[src/rtl/if_id_skid_reg.sv]
// IF/ID pipeline register with one-entry skid buffer; ready/valid on both sides, fully registered outputs.
// Optional synchronous flush port enabled by defining IFID_FLUSH_EN.
module if_id_skid_reg #(
  parameter int XLEN = 32
) (
  input  logic            clk,
  input  logic            rst,
`ifdef IFID_FLUSH_EN
  input  logic            flush,
`endif
  input  logic            in_valid,
  output logic            in_ready,
  input  logic [XLEN-1:0] in_pc,
  input  logic [XLEN-1:0] in_inst,
  output logic            out_valid,
  input  logic            out_ready,
  output logic [XLEN-1:0] out_pc,
  output logic [XLEN-1:0] out_inst
);

  // state | meaning
  // EMPTY | no entries held
  // BUSY  | main register holds the only entry
  // FULL  | main holds the oldest entry, skid holds the next one
  typedef enum logic [1:0] {EMPTY, BUSY, FULL} state_t;

  state_t          state_q, state_d;
  logic [XLEN-1:0] main_pc_q, main_pc_d;
  logic [XLEN-1:0] main_inst_q, main_inst_d;
  logic [XLEN-1:0] skid_pc_q, skid_pc_d;
  logic [XLEN-1:0] skid_inst_q, skid_inst_d;
  logic            flush_w;
  logic            in_hs;
  logic            out_hs;

`ifdef IFID_FLUSH_EN
  assign flush_w = flush;
`else
  assign flush_w = 1'b0;
`endif

  assign in_ready  = (state_q != FULL);
  assign out_valid = (state_q != EMPTY);
  assign out_pc    = main_pc_q;
  assign out_inst  = main_inst_q;
  assign in_hs     = in_valid && in_ready;
  assign out_hs    = out_valid && out_ready;

  always_comb begin
    state_d     = state_q;
    main_pc_d   = main_pc_q;
    main_inst_d = main_inst_q;
    skid_pc_d   = skid_pc_q;
    skid_inst_d = skid_inst_q;
    unique case (state_q)
      EMPTY: begin
        if (in_hs) begin
          main_pc_d   = in_pc;
          main_inst_d = in_inst;
          state_d     = BUSY;
        end
      end
      BUSY: begin
        if (in_hs && out_hs) begin
          main_pc_d   = in_pc;
          main_inst_d = in_inst;
        end else if (in_hs) begin
          skid_pc_d   = in_pc;
          skid_inst_d = in_inst;
          state_d     = FULL;
        end else if (out_hs) begin
          state_d = EMPTY;
        end
      end
      FULL: begin
        if (out_ready) begin
          main_pc_d   = skid_pc_q;
          main_inst_d = skid_inst_q;
          state_d     = BUSY;
        end
      end
      default: state_d = EMPTY;
    endcase
    // Flush clears occupancy only; data registers keep their contents.
    if (flush_w) begin
      state_d     = EMPTY;
      main_pc_d   = main_pc_q;
      main_inst_d = main_inst_q;
      skid_pc_d   = skid_pc_q;
      skid_inst_d = skid_inst_q;
    end
  end

  always_ff @(posedge clk or negedge rst) begin
    if (!rst) begin
      state_q     <= EMPTY;
      main_pc_q   <= '0;
      main_inst_q <= '0;
      skid_pc_q   <= '0;
      skid_inst_q <= '0;
    end else begin
      state_q     <= state_d;
      main_pc_q   <= main_pc_d;
      main_inst_q <= main_inst_d;
      skid_pc_q   <= skid_pc_d;
      skid_inst_q <= skid_inst_d;
    end
  end

endmodule

[config.mk]
export PLATFORM = sky130hd
export DESIGN_NAME = if_id_skid_reg
export DESIGN_NICKNAME = d
export VERILOG_FILES = /design/src/rtl/if_id_skid_reg.sv
export SDC_FILE = /design/constraint.sdc
export NUM_CORES = 1
export LEC_CHECK = 0
export ABC_CLOCK_PERIOD_IN_PS = 2020
export CAP_MARGIN = 20
export CELL_PAD_IN_SITES_DETAIL_PLACEMENT = 0
export CELL_PAD_IN_SITES_GLOBAL_PLACEMENT = 1
export CORE_MARGIN = 2
export CORE_UTILIZATION = 42
export DETAILED_ROUTE_END_ITERATION = 7
export PLACE_DENSITY_LB_ADDON = 0.1
export SLEW_MARGIN = 30
export SYNTH_ARGS = -nofsm -noshare
export SYNTH_HDL_FRONTEND = slang
export SYNTH_SLANG_ARGS = --single-unit
[constraint.sdc]
create_clock -name clk -period 2.02 [get_ports clk]
set_clock_uncertainty 0.1 [all_clocks]
set_input_delay 0.404 -clock clk [delete_from_list [all_inputs] [get_ports clk]]
set_output_delay 0.404 -clock clk [all_outputs]
set_load 0.01 [all_outputs]
==> qor.yml, run 1 <==
worstMarginPinSlew_ps: 348
setup_viol: 0
fin_cells: 695
syn2layout_area_growth_pct: 36.1
synthCells: 355
grt_overflow: 0
run_status: "complete, no violations"
cts_buffers: 17
grt_antenna_before_repair: 0
start_kind: "register"
antenna_cells: 0
first_global_vias: 3521
regArea_sq_um: 3250
multi_input_area_sq_um: 2490
track_usage_pct: 16.5
io_pins: 134
grt_start_max_net_pins: 53
hp-class: "input pin to async pin"
rsz0062_at_grt: "no"
syn_area_per_cell_sq_um: 16.8
power_mw: 10.8
yosysWarnings: 0
grt_pass1_wl_mm: 18.6
fmax_ghz: 0.512
final_util_pct: 58.6
synth_top_area_share_pct: 54.4
critPathKind: "register to output pin"
yosys.area.top_type: "dfrtp_1"
cts_buffer_depth: 2
synth_seq_cells: 130
ys_seq_area_share_pct: 54.4
layout-drive-gt1-share_pct: 40.6
coreArea_sq_um: 13900
irDropWorstVdd_mv: 0.735
final_nets: 570
crit_fanout: 5
hpwl_mm: 7.55
synth.distinct_cells: 20
dp.cells: 661
p_per_area_nw_per_um2: 1320
start_util_pct: 43.1
finalCriticalPeriod_ps: 1950
cts_sinks: 130
port_buffers: 133
vias: 3424
avgViaCountPerCell: 4.93
syn_area_sq_um: 5980
power_leakage_nw: 3.45
cts_tree: "done"
setup-tns-final_ps: 0
clk_latency_ps: 420
fillers: 1099
maxCapViolations: 0
maxSlewHeadroom_pct: 76.8
maxSlewViolCount: 0
dieArea_sq_um: 15200
layout_common_cells: "130 x clkdlybuf4s50_1, 130 x dfrtp_1, 98 x mux2_2"
synth_top_cells_by_area: "dfrtp_1 54%, mux2_2 18%, mux2_4 15%, mux2_1 6.4%, buf_12 2.0%"
die_x_um: 123
initialDrtViolationCount: 127
cp.arrival_ps: 1450
clk_pin_slew_worst_paths_ps: 60
cts_root_buffer: "clkbuf_16"
drc: 0
antenna_left: 0
synth_fp_nets: 423
wl_mm: 11.7
die_h_um: 123
hold_violations: 0
htreeDepth: 4
dr.pass1.iters: 4
wire_per_inst_um: 16.9
critical_path_required_ps: 1520
endpoint_kind: "output pin"
gp_congestion: 0.675
fin_crit_sh_pct: 96.7
num_rows: 43
[cell usage after synthesis]
cell type	number
mux2i_1	1
buf_12	6
inv_1	1
o22ai_1	1
buf_2	2
dfrtp_1	130
nand3b_1	1
nand2b_1	1
o21bai_1	1
buf_6	6
and2_1	1
a21oi_1	1
o21ai_4	1
or2_2	1
mux2_2	98
nor2b_2	1
mux2_4	60
nor2b_1	2
buf_4	6
mux2_1	34
[final timing paths]
check	cells after the start	slack [ps]	end	startpoint
worst max register to register	5	190	out_inst[2]	state_q[1]
worst min register to register	1	380	skid_pc_q[7]	skid_pc_q[7]
worst min-delay path	2	280	skid_inst_q[18]	rst
worst max-delay path	2	70	out_valid	state_q[0]
min in group clk	1	380	skid_pc_q[7]	skid_pc_q[7]
max in group asynchronous	3	920	out_pc[2]	rst
[critical path, stage by stage, from the launching register on]
cell and delay, ps:
dfrtp_1 440, or2_2 300, dlygate4sd2_1 290
[metrics by stage]
stage	worst slack, ps	hold slack (ps)	cell area [sq um]
after floorplan	294	8.41	5980
after global placement	-112	180	7480
after detailed placement	-153	182	7480
after CTS	47.5	264	8140
after global routing	23.7	299	8140
final	66.3	279	8140
[layer usage]
layer	GRT usage, %	vias up	share of wire [%]
met1	22.1	1748	47
met5	0	-	0
met4	6.25	0	1.3
li1	-	1582	-
met3	6.23	10	5.4
met2	24.4	84	47
[power breakdown]
group          switching, mW  internal [mW]  leakage [nW]
logic                   1.07           2.20          1.62
registers              0.559           3.66          1.53
clock network           1.14           2.13         0.298
[kinds of logic (layout without fill, tap and decap cells)]
group | after synthesis | in the layout | synth area share [%]
AO/OA/AOI/OAI | 4 | 4 | 0.586
buffers and inverters | 21 | 181 | 4.12
flip-flops | 130 | 130 | 54.4
multiplexers | 193 | 193 | 40.1
AND/OR/NAND/NOR | 7 | 7 | 0.795
[cell type report]
type,count,area share [%]
Clock buffer,20,5.61
Clock inverter,12,2.23
Inverter,1,0.0461
Multi-Input combinational cell,204,30.6
Sequential cell,130,40.0
Tap cell,180,2.77
Timing Repair Buffer,148,18.8
[state kept, by name, indices dropped and copies added (netlist names)]
register     count
state_q          2
out_inst        32
skid_inst_q     32
out_pc          32
skid_pc_q       32
[repair_timing]
action / 4_1_cts / 5_1_grt
resized for setup: 2 / 0
buffers inserted: 1 / 0
setup endpoints to repair: 2 / 0
hold buffers: 1 / 0
hold endpoints to repair: 10 / 0
No activity file was read; power rests on OpenSTA's default activity.
==> run 2, diff against run 1 <==
--- a/config.mk
+++ b/config.mk
@@ -5,7 +5,7 @@
 export SDC_FILE = /design/constraint.sdc
 export NUM_CORES = 1
 export LEC_CHECK = 0
-export ABC_CLOCK_PERIOD_IN_PS = 2020
+export ABC_CLOCK_PERIOD_IN_PS = 2000
 export CAP_MARGIN = 20
 export CELL_PAD_IN_SITES_DETAIL_PLACEMENT = 0
 export CELL_PAD_IN_SITES_GLOBAL_PLACEMENT = 1
==> constraint.sdc (replaced) <==
create_clock -name clk -period 2 [get_ports clk]
set_clock_uncertainty 0.1 [all_clocks]
set_input_delay 0.4 -clock clk [delete_from_list [all_inputs] [get_ports clk]]
set_output_delay 0.4 -clock clk [all_outputs]
set_load 0.01 [all_outputs]
==> run 2 against run 1 <==
Net effect:
- hold slack improved by 99 ps
- critical endpoint unchanged
- die area unchanged
- routed wire length increased by 1.6%
- highest routed layer unchanged
- flip-flop and latch count unchanged
- largest cell class unchanged
- setup slack got worse by 3.3 ps
- clock power decreased by 10%
- utilization decreased by 0.42 points
==> qor.yml, run 2 (same netlist as run 1, synthesis figures left out) <==
port_buffers: 133
setup_viol: 0
drc: 0
maxCapViolations: 0
grt_antenna_before_repair: 0
cts_tree: "done"
endpoint_kind: "output pin"
r2r_end: "out_inst[3]"
worstMarginPinSlew_ps: 498
power.switching_mw: 2.71
endpoint: "out_valid"
initialDrtViolationCount: 125
irDropWorstVdd_mv: 0.664
multi_input_area_sq_um: 2490
fmax_ghz: 0.516
layout_common_cells: "130 x clkdlybuf4s50_1, 129 x dfrtp_1, 98 x mux2_2"
layout-drive-gt1-share_pct: 40.0
crit_slowest_cell: "dfrtp_2"
gp_congestion: 0.702
antenna_cells: 0
path_buf_inv: 1
swShare_pct: 25.8
dr.pass1.iters: 4
dieArea_sq_um: 15200
p_comb_share_pct: 31.4
maxSlewViolCount: 0
syn2layout_area_growth_pct: 35.1
intPower_mw: 7.81
die_h_um: 123
cp-startpoint: "state_q[1]"
grt_pass1_wl_mm: 18.9
dp.cells: 664
hold_violations: 0
cp.arrival_ps: 1440
fillers: 1121
start_util_pct: 43.1
clkPwrFrac_pct: 28.0
critical_path_required_ps: 1500
clk_pin_slew_worst_paths_ps: 50
coreArea_sq_um: 13900
crit_family: "flip-flops"
critical_path_depth: 2
cts_root_buffer: "clkbuf_16"
grt_overflow: 0
avgViaCountPerCell: 4.92
htreeDepth: 4
final_common_cell: "clkdlybuf4s50_1"
crit_fanout: 7
cts_buffers: 17
crit_chain: "or2_2 > dlygate4sd2_1"
place_area_sq_um: 7510
seqPwrFrac_pct: 40.6
crit_path_max_incr_delay_ps: 440
setup_ws_ps: 63.0
grt_start_max_net_pins: 42
clk_latency_ps: 410
critPathKind: "register to output pin"
wl_mm: 11.9
track_usage_pct: 16.6
wire_per_inst_um: 17.1
reg2reg_depth: 5
dp_slack_ps: -212
die_x_um: 123
antenna_left: 0
rsz0062_at_grt: "no"
fin_cells: 697
finalCriticalPeriod_ps: 1940
maxSlewHeadroom_pct: 66.8
r2r_start: "state_q[0]"
final_cell_area_sq_um: 8080
hpwl_mm: 7.82
vias: 3427
cts_buffer_depth: 2
reg2reg_slack_ps: 210
final_nets: 573
cts_sinks: 130
power_leakage_nw: 3.44
first_global_vias: 3666
io_pins: 134
final_util_pct: 58.2
run_status: "complete, no violations"
num_rows: 43
regArea_sq_um: 3250
start_kind: "register"
hp-class: "register to register"
p_per_area_nw_per_um2: 1300
fin_crit_sh_pct: 96.9
[run 2: cell count changes in the layout (fill, tap and decap cells not counted), moves of 2 or more]
| cell | change |
|---|---|
| clkinvlp_4 | -4 |
| clkinv_4 | -3 |
| bufinv_16 | -2 |
| clkinv_2 | +3 |
| clkbuf_1 | +5 |
| buf_4 | +3 |
[run 2: worst reg2reg max path, cell delays in order (launching register included)]
cell and delay (ps):
dfrtp_1 440, nor2b_4 140, buf_4 140, buf_12 210, mux2_2 390, mux2_4 250
[run 2: stage by stage]
stage	power [mW]	setup TNS [ps]	hold WS, ps
after detailed placement	7.64	-20800	294
final	10.5	0	378
after floorplan	6.13	0	4.41
after CTS	10.7	0	381
after global placement	7.56	-14930	307
after global routing	11.1	0	397
[run 2: cell type report]
type	instances	area share (%)
clock buffer	25	5.89
multi-input combinational	204	30.8
sequential	130	40.3
tap	180	2.79
clock inverter	6	0.991
inverter	1	0.0465
timing repair buffer	151	19.2
[run 2: how the worst min path moves through the flow]
stage / from / end / slack (ps) / cells past startpoint
floorplan: rst / out_inst[0] / 4 / 0
global placement: rst / out_inst[15] / 310 / 1
detailed placement: rst / out_inst[19] / 290 / 1
CTS: skid_pc_q[13] / skid_pc_q[13] / 380 / 1
global route: skid_pc_q[27] / skid_pc_q[27] / 400 / 1
finish: skid_pc_q[21] / skid_pc_q[21] / 380 / 1
[run 2: layer usage]
layer / global-route usage (%) / up-vias / routed length [um]
li1: - / 1583 / -
met1: 21.7 / 1743 / 5450
met2: 25.6 / 89 / 5660
met3: 4.47 / 12 / 593
met4: 7.67 / 0 / 201
met5: 0 / - / 0
[run 2: power by group through the flow]
stage / Sequential, mW / Combinational, mW / Clock [mW]
final: 4.27 / 3.31 / 2.94
after global routing: 4.40 / 3.56 / 3.11
after CTS: 4.28 / 3.36 / 3.02
after detailed placement: 4.30 / 3.35 / 0
after global placement: 4.26 / 3.30 / 0
after floorplan: 4.38 / 1.75 / 0
[run 2: repair_timing]
item / CTS / global route
setup buffers: 1 / 0
endpoints found under the setup margin: 2 / 0
hold buffers: 1 / 0
hold endpoints to repair: 30 / 0
gates resized for setup: 3 / 0
==> run 3, diff against run 2 <==
--- a/config.mk
+++ b/config.mk
@@ -12,8 +12,8 @@
 export CORE_MARGIN = 2
 export CORE_UTILIZATION = 42
 export DETAILED_ROUTE_END_ITERATION = 7
+export HOLD_SLACK_MARGIN = 0.12
 export PLACE_DENSITY_LB_ADDON = 0.1
-export SLEW_MARGIN = 30
 export SYNTH_ARGS = -nofsm -noshare
 export SYNTH_HDL_FRONTEND = slang
 export SYNTH_SLANG_ARGS = --single-unit
==> results of run 3 <==
The final DEF is identical to that of run 2; final timing and power are the same.
==> RTL edit 1 (settings of run 3) <==
The parameter `XLEN` goes from 32 to 64.
--- a/src/rtl/if_id_skid_reg.sv
+++ b/src/rtl/if_id_skid_reg.sv
@@ -3,3 +3,3 @@
 module if_id_skid_reg #(
-  parameter int XLEN = 32
+  parameter int XLEN = 64
 ) (
Ports: changed (resized in_inst, in_pc, out_inst and out_pc); port bits go from 134 to 262. The function was not compared with the original's and may differ.
==> RTL edit 1 against run 3 <==
- clock power up 87%
- first-iteration DRC count up 91%
- sequential cell count up 128
- register-to-register slack worse by 150 ps
- setup slack worse by 12 ps
- synthesized area up 97%
- wire length up 120%
- critical path depth down 1
- power up 88%
- final area up 99%
- via count up 99%
- critical path type unchanged
- largest power group unchanged
==> RTL edit 1: results (changes against run 3) <==
critical_path:
  cp_slowest_cell: "clkdlybuf4s50_1"  # was dfrtp_2
  reg2reg_slack_ps: 60  # was 210 ps
  cp_top_family: "buffers and inverters"  # was flip-flops
  slowest_delay_ps: 550  # was 440 ps
  reg2reg_depth: 6  # was 5
  r2r_start: "state_q[0]"  # unchanged
  timing.rr.end: "out_pc[1]"  # was out_inst[3]
  arrival_ps: 1450
  crit_fanout: 2  # was 7
clock_tree:
  clk_path_buf_depth: 3  # was 2
  clk_latency_ps: 530  # was 410 ps
  clk_transition_reported_paths_ps: 60
  cts.htree.levels: 1  # was 4
  cts_root_buf: "clkbuf_16"  # unchanged
  cts_buffers: 29  # was 17
routing:
  first_iter_violations: 239  # was 125
  vias: 6827  # was 3427
  first_pass_iters: 4  # unchanged
  routedWlPerCell_microns: 18.88  # was 17.07 microns
grt:
  grt_pass1_wl_microns: 42400  # was 18910 microns
  antenna_found_initial: 1  # was 0
  grt_usage_pct: 18.21  # was 16.57%
  grt_pass1_vias: 7770  # was 3666
  grt_max_degree: 76  # was 42
logic_synthesis:
  yosysWarnings: 0  # unchanged
  synthTopCellsByCount: "dfrtp_1 (258), mux2_1 (240), mux2_4 (110)"  # was dfrtp_1 (130), mux2_2 (98), mux2_4 (60)
  synth.net_count: 830  # was 423
  yosysSeqAreaShare_pct: 54.78  # was 54.40%
  synth.area.top_cells: "dfrtp_1 (55%), mux2_1 (23%), mux2_4 (14%)"  # was dfrtp_1 (54%), mux2_2 (18%), mux2_4 (15%)
  synth_cell_types: 21  # was 20
  async_flop_share_pct: 100.0  # unchanged
placement:
  placed_area_sq_um: 15010  # was 7507 sq um
  port_buffers: 261  # was 133
  dp_hpwl_microns: 18660  # was 7820 microns
  gp_congestion: 0.7569  # was 0.7022
  dp_slack_ps: -301.5  # was -212.3 ps
cells_and_area:
  antenna_cells: 0  # unchanged
  drive_above_1_share_pct: 23.77  # was 40.04%
  nets: 1126  # was 573
timing:
  worst_slew_pin_slew_ps: 418.8  # was 497.6 ps
  fin_crit_sh_pct: 97.47  # was 96.85%
  worst_hold_slack_ps: 230.2  # was 378.1 ps
pwr:
  p_leak_nw: 7.108  # was 3.441 nW
  vdd_drop_max_uv: 674.0  # was 664.4 uV
outcome:
  status: "completed"  # unchanged
min_path:
  min-delay-path-class: "input port to async pin"  # was flop to flop
[RTL edit 1: what timing repair did]
action,4_1_cts,5_1_grt
gates resized for setup,20,27
buffers inserted,4,0
endpoints found under the setup margin,11,27
pin swaps,0,0
hold endpoints to repair,258,0
hold buffers,1,0
[RTL edit 1: how the worst max path moves through the flow]
stage                      start  cells after the start              to
floorplan             state_q[1]                      5    out_inst[10]
global placement       out_ready                      5  skid_inst_q[2]
detailed placement      in_valid                      5   skid_pc_q[63]
CTS                  out_inst[6]                      1     out_inst[6]
global route           out_pc[2]                      1       out_pc[2]
finish              out_inst[13]                      1    out_inst[13]
[RTL edit 1: cell type report]
class / instances / area, sq um
tap: 378 / 473.0
clock buffer: 42 / 814.5
fill: 2142 / 11610
timing repair buffer: 307 / 3328
inverter: 1 / 3.754
sequential: 258 / 6459
multi-input combinational: 397 / 4841
clock inverter: 9 / 176.4
[RTL edit 1: cells by family after synthesis]
| logic type | count (synthesis) | synth area share (%) |
|---|---|---|
| AOI/OAI and AO/OA | 4 | 0.2124 |
| and+or+nand+nor | 8 | 0.5203 |
| muxes | 385 | 40.28 |
| DFF | 258 | 54.78 |
| buffers and inverters | 43 | 4.204 |
[RTL edit 1: metal layers]
metal	GRT usage, %	share of wire (%)
met5	0	0.049
met4	5.122	2.5
met3	4.556	6.2
met2	30.38	47
met1	23.58	44
[RTL edit 1: power by group]
group	internal, W	switching (W)	leakage [nW]
registers	0.00719	0.00105	3.03
logic	0.00393	0.00216	3.60
clock network	0.00345	0.00205	0.480
total	0.0146	0.00525	7.11
[RTL edit 1: through the flow]
step	setup TNS, ps	std cells
after floorplan	0	698
after global placement	-36160	1336
after detailed placement	-54210	1336
after CTS	0	1392
after global routing	0	1392
final	0	1392
==> RTL edit 2 (settings of run 3) <==
Made on the original files. Encoding of `state_t`: now one-hot (3 bits for 3 states).
--- a/src/rtl/if_id_skid_reg.sv
+++ b/src/rtl/if_id_skid_reg.sv
@@ -24,3 +24,3 @@
   // FULL  | main holds the oldest entry, skid holds the next one
-  typedef enum logic [1:0] {EMPTY, BUSY, FULL} state_t;
+  typedef enum logic [2:0] {EMPTY = 3'b001, BUSY = 3'b010, FULL = 3'b100} state_t;
 
Function: no difference found for any inputs over 4 cycles, from zero or initial values and one cycle with rst low; so few cycles prove little.
==> RTL edit 2 against run 3 <==
- the run now ends with negative setup slack left
- largest power group unchanged
- synthesized area decreased by 4.6%
- critical path type unchanged
- power up 12%
- final area increased by 1.1%
- setup slack worse by 75 ps
- wire length fell by 0.30%
- first-iteration DRC count shrank 6.4%
- sequential power is 7.0% higher
- clock power increased by 8.2%
- highest routed layer unchanged
- sequential cell count increased by 1
==> RTL edit 2: results (changes against run 3) <==
logic_synthesis:
  synth_cell_types: 23  # was 20
  synth_xor_area_share_pct: 0.1536  # was 0%
  synth.net_count: 429  # was 423
  synth_ff_type: "dfrtp_1"  # unchanged
  synth.area.top_cells: "dfrtp_1 (57%), mux2_1 (25%), mux2_2 (13%)"  # was dfrtp_1 (54%), mux2_2 (18%), mux2_4 (15%)
  muxShareOfSynthArea_pct: 37.91  # was 40.09%
  synthTopCellsByCount: "dfrtp_1 (130), mux2_1 (126), mux2_2 (66)"  # was dfrtp_1 (130), mux2_2 (98), mux2_4 (60)
  synth_fa_ha_area_share_pct: 0  # unchanged
  yosysWarnings: 0  # unchanged
  async_flop_share_pct: 100.0  # unchanged
  synth_compound_area_share_pct: 0.7459  # was 0.5859%
  yosysSeqAreaShare_pct: 57.50  # was 54.40%
min_path:
  min-delay-path-class: "input port to async pin"  # was flop to flop
grt:
  grt_pass1_vias: 3733  # was 3666
  antenna_found_initial: 0  # unchanged
  met3_usage_pct: 4.764  # was 4.474%
  grt_pass1_wl_microns: 18810  # was 18910 microns
  use_met2_pct: 27.51  # was 25.58%
  grt_usage_pct: 16.83  # was 16.57%
  grtUsageMet1_pct: 20.95  # was 21.75%
  grt_max_degree: 45  # was 42
clock_tree:
  clk_transition_reported_paths_ps: 50  # about the same
  cts_root_buf: "clkbuf_16"  # unchanged
  cts_buffers: 17  # unchanged
  clk_path_buf_depth: 2  # unchanged
  cts.htree.levels: 4  # unchanged
  clk_latency_ps: 400
timing:
  layout_setup_ws_ps: -11.86  # was 62.99 ps
  finalSetupViolations: 1  # was 0
  maxSlewHeadroom_pct: 82.19  # was 66.83%
pwr:
  vdd_drop_max_uv: 907.3  # was 664.4 uV
  p_leak_nw: 3.481  # was 3.441 nW
job:
  cap_viol_max_count: 0  # unchanged
routing:
  routedWlPerCell_microns: 16.75  # was 17.07 microns
  first_iter_violations: 117  # was 125
  avgViaCountPerCell: 4.941  # was 4.917
  first_pass_iters: 3  # was 4
cells_and_area:
  fillers: 1042  # was 1121
  nets: 587  # was 573
  drive_above_1_share_pct: 25.00  # was 40.04%
  antenna_cells: 0  # unchanged
outcome:
  status: "finished, violations left"  # was completed
  violations: "negative setup slack"
placement:
  gp_congestion: 0.7546  # was 0.7022
  port_buffers: 133  # unchanged
  dp_hpwl_microns: 7695  # was 7820 microns
  dp_slack_ps: -293.9  # was -212.3 ps
critical_path:
  crit_fanout: 4  # was 7
  arrival_ps: 1510  # was 1440 ps
[RTL edit 2: final timing paths]
check | endpoint | slack [ps] | from | cells after the start
min | out_inst[15] | 320 | rst | 2
max reg2reg | out_pc[29] | 60 | state_q[0] | 6
max | out_valid | -10 | state_q[0] | 2
max in group asynchronous | out_inst[9] | 920 | rst | 3
min in group clk | out_inst[22] | 380 | out_inst[22] | 1
min reg2reg | out_inst[22] | 380 | out_inst[22] | 1
[RTL edit 2: per-stage QoR]
step / TNS (ps) / util (%) / cells / instance area [sq um] / hold slack [ps]
floorplan: 0 / - / 361 / 5703 / 4.409
global placement: -32110 / 55.53 / 667 / 7353 / 199.9
detailed placement: -33210 / 55.53 / 667 / 7353 / 199.1
CTS: -34.89 / 60.51 / 702 / 8013 / 313.8
global route: -56.47 / 61.70 / 708 / 8170 / 328.2
finish: -11.86 / 61.70 / 708 / 8170 / 320.3
[RTL edit 2: area by class of cell]
type                    instances  area share, %
flip-flops and latches        131          40.17
multi-input cells             209          28.53
repair buffers                159          20.95
clock buffers                  22          6.049
well taps                     176          2.695
clock inverters                10          1.562
inverters                       1        0.04594
[RTL edit 2: cells by family after synthesis]
| group | count (synthesis) |
|---|---|
| buffers and inverters | 21 |
| muxes | 192 |
| xor gates and xnor gates | 1 |
| and+or+nand+nor | 10 |
| DFF | 131 |
| AOI/OAI and AO/OA | 6 |
[RTL edit 2: report_power, final]
group / switching [W] / total, W / internal (W)
combinational: 0.00146 / 0.00406 / 0.00260
sequential: 0.000643 / 0.00457 / 0.00393
clock: 0.00107 / 0.00318 / 0.00211
total: 0.00317 / 0.0118 / 0.00865
[RTL edit 2: routing by layer]
layer,up-vias,part of all wire [%]
li1,1624,-
met1,1774,43
met2,83,49
met3,17,5.3
met4,0,1.7
met5,-,0
[RTL edit 2: what timing repair did]
| action | 4_1_cts | 5_1_grt |
|---|---|---|
| hold buffers | 1 | 0 |
| setup buffers | 2 | 2 |
| endpoints found under the setup margin | 15 | 47 |
| pin swaps | 1 | 1 |
| gates cloned | 0 | 4 |
| hold endpoints to repair | 109 | 0 |
| gates resized for setup | 9 | 9 |
[RTL edit 2: critical path, stage by stage, from the launching register on]
cell and delay (ps):
dfstp_2 580, or3b_4 400, buf_6 130
